==> config.mk <==
export PLATFORM = sky130hd
export DESIGN_NAME = uart_tx_fifo_flat
export DESIGN_NICKNAME = d
export VERILOG_FILES = /design/src/rtl/uart_pkg.sv /design/src/rtl/uart_tx_fifo_if.sv /design/src/rtl/uart_tx_fifo_sync_fifo.sv /design/src/rtl/uart_tx_fifo.sv /design/src/flat_wrapper.sv
export SDC_FILE = /design/constraint.sdc
export NUM_CORES = 1
export LEC_CHECK = 0
export ABC_AREA = 1
export CAP_MARGIN = 20
export CORE_UTILIZATION = 40
export CTS_CLUSTER_SIZE = 20
export DETAILED_ROUTE_END_ITERATION = 10
export DONT_BUFFER_PORTS = 1
export MAX_ROUTING_LAYER = met4
export PLACE_DENSITY = 0.52
export SLEW_MARGIN = 0
export SYNTH_ARGS = -nofsm -noshare
export SYNTH_HDL_FRONTEND = slang
export SYNTH_SLANG_ARGS = --single-unit
==> constraint.sdc <==
create_clock -name clk -period 4.13 [get_ports clk]
set_clock_uncertainty 0.1 [all_clocks]
set_input_delay 0.6195 -clock clk [delete_from_list [all_inputs] [get_ports clk]]
set_output_delay 0.6195 -clock clk [all_outputs]
set_load 0.01 [all_outputs]
==> src/rtl/uart_pkg.sv <==
// Shared types and constants for the UART transmit path.
package uart_pkg;

  localparam int UART_DATA_BITS            = 8;
  localparam int UART_DEFAULT_CLKS_PER_BIT = 434;

  // Transmitter frame phases.
  typedef enum logic [1:0] {
    IDLE  = 2'd0,
    START = 2'd1,
    DATA  = 2'd2,
    STOP  = 2'd3
  } tx_state_t;

endpackage

==> src/rtl/uart_tx_fifo_if.sv <==
// CPU-facing push strobe plus serial output and status lines of the UART transmitter.
interface uart_tx_fifo_if
  import uart_pkg::*;
#(
  parameter int FIFO_DEPTH = 16
);

  localparam int COUNT_W = $clog2(FIFO_DEPTH) + 1;

  logic                      en;
  logic [UART_DATA_BITS-1:0] wdata;
  logic                      txd;
  logic                      busy;
  logic                      full;
  logic                      empty;
  logic                      overflow;
  logic [COUNT_W-1:0]        count;

  // Write-detect side: pushes bytes and polls status.
  modport master (
    output en, wdata,
    input  txd, busy, full, empty, overflow, count
  );

  // Transmitter side.
  modport slave (
    input  en, wdata,
    output txd, busy, full, empty, overflow, count
  );

endinterface

==> src/rtl/uart_tx_fifo_sync_fifo.sv <==
// Small synchronous FIFO; the head entry is readable on dout without a pop.
module sync_fifo #(
  parameter int WIDTH = 8,
  parameter int DEPTH = 16
) (
  input  logic                   clk,
  input  logic                   rst,
  input  logic                   push,
  input  logic [WIDTH-1:0]       din,
  input  logic                   pop,
  output logic [WIDTH-1:0]       dout,
  output logic                   full,
  output logic                   empty,
  output logic [$clog2(DEPTH):0] count
);

  localparam int PTR_W = (DEPTH > 1) ? $clog2(DEPTH) : 1;
  localparam int CNT_W = $clog2(DEPTH) + 1;
  localparam logic [PTR_W-1:0] PTR_ONE   = PTR_W'(1);
  localparam logic [CNT_W-1:0] CNT_ONE   = CNT_W'(1);
  localparam logic [CNT_W-1:0] CNT_DEPTH = CNT_W'(DEPTH);

  logic [WIDTH-1:0] mem_q [DEPTH];
  logic [PTR_W-1:0] wr_ptr_q, wr_ptr_d;
  logic [PTR_W-1:0] rd_ptr_q, rd_ptr_d;
  logic [CNT_W-1:0] count_q, count_d;
  logic             push_ok_s;
  logic             pop_ok_s;

  // Full/empty come from the registered count, so a push while full is
  // dropped even when a pop frees a slot in the same cycle.
  assign full      = (count_q == CNT_DEPTH);
  assign empty     = (count_q == {CNT_W{1'b0}});
  assign count     = count_q;
  assign dout      = mem_q[rd_ptr_q];
  assign push_ok_s = push & ~full;
  assign pop_ok_s  = pop & ~empty;

  // Next pointers and occupancy; power-of-two depth lets pointers wrap naturally.
  always_comb begin
    wr_ptr_d = wr_ptr_q;
    rd_ptr_d = rd_ptr_q;
    count_d  = count_q;
    if (push_ok_s) begin
      wr_ptr_d = wr_ptr_q + PTR_ONE;
    end else begin
      wr_ptr_d = wr_ptr_q;
    end
    if (pop_ok_s) begin
      rd_ptr_d = rd_ptr_q + PTR_ONE;
    end else begin
      rd_ptr_d = rd_ptr_q;
    end
    case ({push_ok_s, pop_ok_s})
      2'b10:   count_d = count_q + CNT_ONE;
      2'b01:   count_d = count_q - CNT_ONE;
      default: count_d = count_q;
    endcase
  end

  // Pointer and occupancy registers; reset discards all queued entries.
  always_ff @(posedge clk) begin
    if (rst) begin
      wr_ptr_q <= {PTR_W{1'b0}};
      rd_ptr_q <= {PTR_W{1'b0}};
      count_q  <= {CNT_W{1'b0}};
    end else begin
      wr_ptr_q <= wr_ptr_d;
      rd_ptr_q <= rd_ptr_d;
      count_q  <= count_d;
    end
  end

  // Storage array; contents need no reset because count gates every read.
  always_ff @(posedge clk) begin
    if (push_ok_s) begin
      mem_q[wr_ptr_q] <= din;
    end
  end

endmodule

==> src/rtl/uart_tx_fifo.sv <==
// Buffered 8N1 UART transmitter fed by single-cycle CPU store strobes.
module uart_tx_fifo
  import uart_pkg::*;
#(
  parameter int CLKS_PER_BIT = UART_DEFAULT_CLKS_PER_BIT,
  parameter int FIFO_DEPTH   = 16
) (
  input  logic           clk,
  input  logic           rst,
  uart_tx_fifo_if.slave  bus
);

  localparam int COUNT_W = $clog2(FIFO_DEPTH) + 1;
  localparam int BAUD_W  = (CLKS_PER_BIT > 1) ? $clog2(CLKS_PER_BIT) : 1;
  localparam logic [BAUD_W-1:0] BAUD_LAST = BAUD_W'(CLKS_PER_BIT - 1);
  localparam logic [BAUD_W-1:0] BAUD_ONE  = BAUD_W'(1);
  localparam logic [2:0]        LAST_BIT  = 3'(UART_DATA_BITS - 1);

  tx_state_t                 state_q, state_d;
  logic [BAUD_W-1:0]         baud_q, baud_d;
  logic [2:0]                bit_q, bit_d;
  logic [UART_DATA_BITS-1:0] shift_q, shift_d;
  logic                      txd_q, txd_d;
  logic                      overflow_q, overflow_d;
  logic                      pop_s;
  logic [UART_DATA_BITS-1:0] fifo_dout_s;
  logic                      fifo_full_s;
  logic                      fifo_empty_s;
  logic [COUNT_W-1:0]        fifo_count_s;

  sync_fifo #(
    .WIDTH (UART_DATA_BITS),
    .DEPTH (FIFO_DEPTH)
  ) u_fifo (
    .clk   (clk),
    .rst   (rst),
    .push  (bus.en),
    .din   (bus.wdata),
    .pop   (pop_s),
    .dout  (fifo_dout_s),
    .full  (fifo_full_s),
    .empty (fifo_empty_s),
    .count (fifo_count_s)
  );

  assign bus.txd      = txd_q;
  assign bus.busy     = (state_q != IDLE) | ~fifo_empty_s;
  assign bus.full     = fifo_full_s;
  assign bus.empty    = fifo_empty_s;
  assign bus.overflow = overflow_q;
  assign bus.count    = fifo_count_s;

  // FSM state, baud counter, bit index, shifter and registered serial line.
  always_ff @(posedge clk) begin
    if (rst) begin
      state_q <= IDLE;
      baud_q  <= {BAUD_W{1'b0}};
      bit_q   <= 3'd0;
      shift_q <= {UART_DATA_BITS{1'b0}};
      txd_q   <= 1'b1;
    end else begin
      state_q <= state_d;
      baud_q  <= baud_d;
      bit_q   <= bit_d;
      shift_q <= shift_d;
      txd_q   <= txd_d;
    end
  end

  // Frame sequencing: pop in IDLE, then advance on the last tick of each bit period.
  always_comb begin
    state_d = state_q;
    baud_d  = baud_q;
    bit_d   = bit_q;
    shift_d = shift_q;
    pop_s   = 1'b0;
    case (state_q)
      IDLE: begin
        baud_d = {BAUD_W{1'b0}};
        bit_d  = 3'd0;
        if (!fifo_empty_s) begin
          pop_s   = 1'b1;
          shift_d = fifo_dout_s;
          state_d = START;
        end else begin
          state_d = IDLE;
        end
      end
      START: begin
        if (baud_q == BAUD_LAST) begin
          baud_d  = {BAUD_W{1'b0}};
          bit_d   = 3'd0;
          state_d = DATA;
        end else begin
          baud_d  = baud_q + BAUD_ONE;
        end
      end
      DATA: begin
        if (baud_q == BAUD_LAST) begin
          baud_d  = {BAUD_W{1'b0}};
          shift_d = {1'b0, shift_q[UART_DATA_BITS-1:1]};
          if (bit_q == LAST_BIT) begin
            state_d = STOP;
          end else begin
            bit_d   = bit_q + 3'd1;
          end
        end else begin
          baud_d  = baud_q + BAUD_ONE;
        end
      end
      STOP: begin
        if (baud_q == BAUD_LAST) begin
          baud_d  = {BAUD_W{1'b0}};
          state_d = IDLE;
        end else begin
          baud_d  = baud_q + BAUD_ONE;
        end
      end
      default: begin
        state_d = IDLE;
        baud_d  = {BAUD_W{1'b0}};
        bit_d   = 3'd0;
      end
    endcase
  end

  // Serial level for the coming cycle, derived from next state so txd is a flop.
  always_comb begin
    txd_d = 1'b1;
    case (state_d)
      START:   txd_d = 1'b0;
      DATA:    txd_d = shift_d[0];
      default: txd_d = 1'b1;
    endcase
  end

  // Sticky overflow: set when a push arrives while the FIFO reports full.
  always_comb begin
    if (bus.en && fifo_full_s) begin
      overflow_d = 1'b1;
    end else begin
      overflow_d = overflow_q;
    end
  end

  // Overflow flag register; cleared only by reset.
  always_ff @(posedge clk) begin
    if (rst) begin
      overflow_q <= 1'b0;
    end else begin
      overflow_q <= overflow_d;
    end
  end

endmodule
==> src/flat_wrapper.sv <==
// flat-port wrapper written by rule: the top's interface ports become plain ports
module uart_tx_fifo_flat import uart_pkg::*;
#(
  parameter int CLKS_PER_BIT = UART_DEFAULT_CLKS_PER_BIT,
  parameter int FIFO_DEPTH   = 16
)
  (clk, rst, bus_en, bus_wdata, bus_txd, bus_busy, bus_full, bus_empty, bus_overflow, bus_count);
  uart_tx_fifo_if #(.FIFO_DEPTH(FIFO_DEPTH)) bus_i ();
  input  logic clk;
  input  logic rst;
  input wire logic [$bits(bus_i.en)-1:0] bus_en;
  input wire logic [$bits(bus_i.wdata)-1:0] bus_wdata;
  output wire logic [$bits(bus_i.txd)-1:0] bus_txd;
  output wire logic [$bits(bus_i.busy)-1:0] bus_busy;
  output wire logic [$bits(bus_i.full)-1:0] bus_full;
  output wire logic [$bits(bus_i.empty)-1:0] bus_empty;
  output wire logic [$bits(bus_i.overflow)-1:0] bus_overflow;
  output wire logic [$bits(bus_i.count)-1:0] bus_count;
  assign bus_i.en = bus_en;
  assign bus_i.wdata = bus_wdata;
  assign bus_txd = bus_i.txd;
  assign bus_busy = bus_i.busy;
  assign bus_full = bus_i.full;
  assign bus_empty = bus_i.empty;
  assign bus_overflow = bus_i.overflow;
  assign bus_count = bus_i.count;
  uart_tx_fifo #(.CLKS_PER_BIT(CLKS_PER_BIT), .FIFO_DEPTH(FIFO_DEPTH)) u_core (.clk(clk), .rst(rst), .bus(bus_i));
endmodule
==> flow_metrics.py <==
metrics = {
    "run_status": {
        "run_status": "complete, no violations",
    },
    "synth": {
        "synth-compound-area-share": 0.118,
        "synth_fp_nets": 676,
        "synthSimpleGateAreaFrac": 0.142,
        "synth_async_sr_flop_share": 0,
        "synthCells": 653,
        "synth_mux_area_frac": 0,
        "synth_adder_area_share": 0.0213,
        "synthXorXnorAreaFrac": 0.00995,
        "synth.yosys.seq_area_share": 0.662,
        "largest_family_of_logic_cells_by_synthesized_area": "simple AND/OR/NAND/NOR gates",
        "syn_area_cell_sq_um": 10.8,
        "synth_flop_cell": "sky130_fd_sc_hd__edfxtp_1",
        "post_synth_num_cell_types": 36,
        "synth_enable_flop_cells": 128,
        "ys_seq_elements": 169,
        "mappedNetlistArea_sq_um": 7040,
        "synth_warnings": 0,
    },
    "pwr": {
        "combinationalPowerShare": 0.263,
        "internal_power_mw": 3.19,
        "power.net_switching_mw": 1.68,
        "power.static_leakage_nw": 2.74,
        "power_switching_share": 0.345,
        "ir_drop_uv": 616,
        "power_per_cell_area_nw_per_um2": 626,
        "clkPwrFrac": 0.317,
        "reg_power_frac": 0.421,
    },
    "die": {
        "die_width_um": 135,
        "floorplan.initialDensity": 0.409,
        "die_height_um": 135,
        "fp.coreArea_sq_um": 17200,
        "die-area_sq_um": 18100,
        "io_pins": 21,
        "fp-row-count": 48,
    },
    "route": {
        "route.detailed.wl_per_inst_um": 17.5,
        "detail_route.wirelength_um": 15600,
        "detailedRoute.firstIterationViolations": 324,
        "antenna_violating_nets_post_route": 0,
        "drc": 0,
        "firstDrtPassIters": 5,
        "detail_route.vias_per_cell": 5.24,
        "detailroute.via_count": 4655,
    },
    "clocking": {
        "tritoncts_num_sinks": 169,
        "postCtsSetupBuffers": 0,
        "cts-buffers-inserted": 17,
        "clock_path_buffers": 2,
        "cts_tree": "built",
        "cts-root-buf": "sky130_fd_sc_hd__clkbuf_16",
        "hold_buffers": 0,
        "clk_transition_reported_paths_ns": 0.07,
        "clk_latency_ns": 0.43,
        "cts_max_level": 4,
        "post_cts_resize_count": 0,
    },
    "final_layout": {
        "nNetsFinal": 673,
        "utilization": 0.451,
        "drive_above_1_share": 0.0845,
        "diodes": 0,
        "fill_cell_count": 1573,
        "syn_to_final_growth_pct": 10.4,
    },
    "placed_design": {
        "dp.final_hpwl_um": 9970,
        "final_replace_weighted_congestion": 0.858,
        "place.port_buffers": 0,
    },
    "global_route": {
        "antenna_found_initial": 0,
        "global_route.overflow_total": 0,
        "grt_start_max_net_pins": 67,
        "wire_length_of_the_first_global_routing_pass_um": 24500,
        "grtUsageTotal": 0.191,
        "number_of_global_route_vias_before_repair": 4429,
    },
    "worst_setup_path": {
        "critical_path.cell_chain": "nor2_2 -> nand3_2 -> nand2_2 -> inv_2 -> ha_1 -> xor2_1 -> ha_1 -> inv_1 -> nand2_1 -> nand2_1 -> nand2_1 -> nand2_1 -> nand2_1 -> nand2_1 -> a21oi_2",
        "path_max_fanout": 11,
        "worst_ep_arrival_time_ns": 2.71,
        "cp-start-kind": "flop",
        "crit_top_cell": "sky130_fd_sc_hd__nand2_1",
        "cell_with_the_largest_stage_delay_on_the_worst_path": "sky130_fd_sc_hd__dfxtp_1",
        "worstPathRequired_ns": 4.40,
        "cp_slowest_stage_delay_ns": 0.50,
        "r2r.worst_path.cells": 15,
        "setup.worst_path.end_class": "flop",
        "path_class": "flop to flop",
    },
    "sta": {
        "timing_worst_slew_pin_value_ns": 0.969,
        "worst_slew_margin_rel": 0.354,
        "setup_repair_after_global_routing_missed_its_margin": "false",
        "max_clock_freq_ghz": 0.409,
        "setup_viol": 0,
        "hold_viol": 0,
        "min_period_ns": 2.44,
        "final_max_slew_violation_count": 0,
        "layout_worst_path_cycle_share": 0.592,
        "fin_tns_setup_ns": 0,
    },
    "min_path": {
        "hold_depth": 1,
        "timing.hold.worst.class": "input port to flop",
    },
    "run": {
        "max-cap-violations": 0,
    },
}
[placed cells by master (no fill, tap or decap), types with 3 or more instances in the layout]
cell | netlist | final
sky130_fd_sc_hd__ha_1 | 12 | 12
sky130_fd_sc_hd__clkbuf_16 | 0 | 17
sky130_fd_sc_hd__xor2_1 | 6 | 6
sky130_fd_sc_hd__nor2_1 | 119 | 119
sky130_fd_sc_hd__nand2_1 | 81 | 81
sky130_fd_sc_hd__inv_1 | 40 | 40
sky130_fd_sc_hd__o21ai_0 | 67 | 67
sky130_fd_sc_hd__nand4_1 | 3 | 3
sky130_fd_sc_hd__o22ai_1 | 13 | 13
sky130_fd_sc_hd__nand3_1 | 22 | 22
sky130_fd_sc_hd__nor3_1 | 3 | 3
sky130_fd_sc_hd__dfxtp_1 | 41 | 40
sky130_fd_sc_hd__nor2_2 | 3 | 3
sky130_fd_sc_hd__o21ai_1 | 14 | 14
sky130_fd_sc_hd__nand2_2 | 3 | 3
sky130_fd_sc_hd__inv_6 | 0 | 4
sky130_fd_sc_hd__a21oi_1 | 30 | 30
sky130_fd_sc_hd__clkinvlp_4 | 0 | 4
sky130_fd_sc_hd__o211ai_1 | 18 | 18
sky130_fd_sc_hd__edfxtp_1 | 128 | 128
sky130_fd_sc_hd__inv_2 | 6 | 6
sky130_fd_sc_hd__clkinv_4 | 0 | 4
sky130_fd_sc_hd__buf_4 | 7 | 4
sky130_fd_sc_hd__nand3_2 | 3 | 3
[power by group through the flow]
stage	clock network, mW	logic, mW	registers [mW]
2_1_floorplan	0	1.03	2.06
3_5_place_dp	0	1.29	2.08
5_1_grt	1.63	1.46	2.06
3_3_place_gp	0	1.28	2.08
4_1_cts	1.57	1.30	2.05
6_report	1.54	1.28	2.05
[critical path, delay by kind of cell, from the launching register on]
family | cells | cell delay [ns]
and+or+nand+nor | 9 | 0.72
DFF | 1 | 0.50
adders and majority gates | 2 | 0.49
buffers and inverters | 2 | 0.26
xor gates and xnor gates | 1 | 0.23
AOI/OAI and AO/OA | 1 | 0.10
[metal layers]
metal | part of all wire | GRT usage | wire [um]
met5 | 0 | - | 0
met4 | 0.018 | 0.0668 | 282
met3 | 0.045 | 0.0447 | 696
met2 | 0.48 | 0.289 | 7440
met1 | 0.46 | 0.251 | 7150
[stage by stage]
| stage | total power, mW | instances | setup slack, ns | area [sq um] | hold WS, ns |
|---|---|---|---|---|---|
| CTS | 4.91 | 888 | 1.66 | 7780 | 0.122 |
| global placement | 3.36 | 856 | 1.77 | 7210 | 0.347 |
| detailed placement | 3.38 | 856 | 1.69 | 7210 | 0.356 |
| finish | 4.87 | 888 | 1.69 | 7780 | 0.147 |
| global route | 5.16 | 888 | 1.33 | 7780 | 0.128 |
| floorplan | 3.09 | 653 | 2.06 | 7040 | 0.334 |
[cells in the mapped netlist, types with 3 or more instances]
cell	instances	area share
sky130_fd_sc_hd__edfxtp_1	128	0.55
sky130_fd_sc_hd__nand3_1	22	0.016
sky130_fd_sc_hd__nand4_1	3	0.0027
sky130_fd_sc_hd__nor2_1	119	0.063
sky130_fd_sc_hd__ha_1	12	0.021
sky130_fd_sc_hd__nand2_2	3	0.0027
sky130_fd_sc_hd__clkbuf_1	7	0.0037
sky130_fd_sc_hd__inv_1	40	0.021
sky130_fd_sc_hd__nand3_2	3	0.0043
sky130_fd_sc_hd__buf_2	9	0.0064
sky130_fd_sc_hd__buf_4	7	0.0075
sky130_fd_sc_hd__o21ai_1	14	0.0099
sky130_fd_sc_hd__o211ai_1	18	0.019
sky130_fd_sc_hd__inv_2	6	0.0032
sky130_fd_sc_hd__nor2_2	3	0.0027
sky130_fd_sc_hd__a21oi_1	30	0.021
sky130_fd_sc_hd__xor2_1	6	0.0075
sky130_fd_sc_hd__o22ai_1	13	0.012
sky130_fd_sc_hd__dfxtp_1	41	0.12
sky130_fd_sc_hd__o21ai_0	67	0.048
sky130_fd_sc_hd__nor3_1	3	0.0021
sky130_fd_sc_hd__nand2_1	81	0.043
[sequential cells by signal (all words and copies together) (netlist names), 2 cells and up, named ones only]
name and cells:
u_core.shift_q 8, u_core.u_fifo.wr_ptr_q 4, u_core.u_fifo.count 5, u_core.baud_q 9, u_core.u_fifo.rd_ptr_q 4, u_core.state_q 2, u_core.bit_q 3, u_core.u_fifo.mem_q 128
[cell families (layout without fill, tap and decap cells)]
logic type,after synthesis,after routing
compound gates,150,150
xor+xnor,8,8
fa+ha+maj,12,12
buf+inv,73,83
flops,169,169
simple gates,241,241
[path summary, 6_finish.rpt]
| path | slack [ns] | start | endpoint |
|---|---|---|---|
| max | 1.69 | u_core.u_fifo.count[2] | u_core.u_fifo.count[4] |
| min | 0.15 | rst | u_core.u_fifo.count[4] |
| max reg2reg | 1.69 | u_core.u_fifo.count[2] | u_core.u_fifo.count[4] |
| min reg2reg | 0.37 | u_core.shift_q[7] | u_core.shift_q[7] |
[final cells by class]
| type | count | area, sq um | area share |
|---|---|---|---|
| Clock buffer | 18 | 429 | 0.0552 |
| Tap cell | 225 | 282 | 0.0362 |
| Inverter | 47 | 176 | 0.0227 |
| Multi-Input combinational cell | 411 | 2050 | 0.264 |
| Timing Repair Buffer | 4 | 30.0 | 0.00386 |
| Clock inverter | 14 | 141 | 0.0182 |
| Sequential cell | 169 | 4670 | 0.600 |
Power figures use the tool's default switching activity.
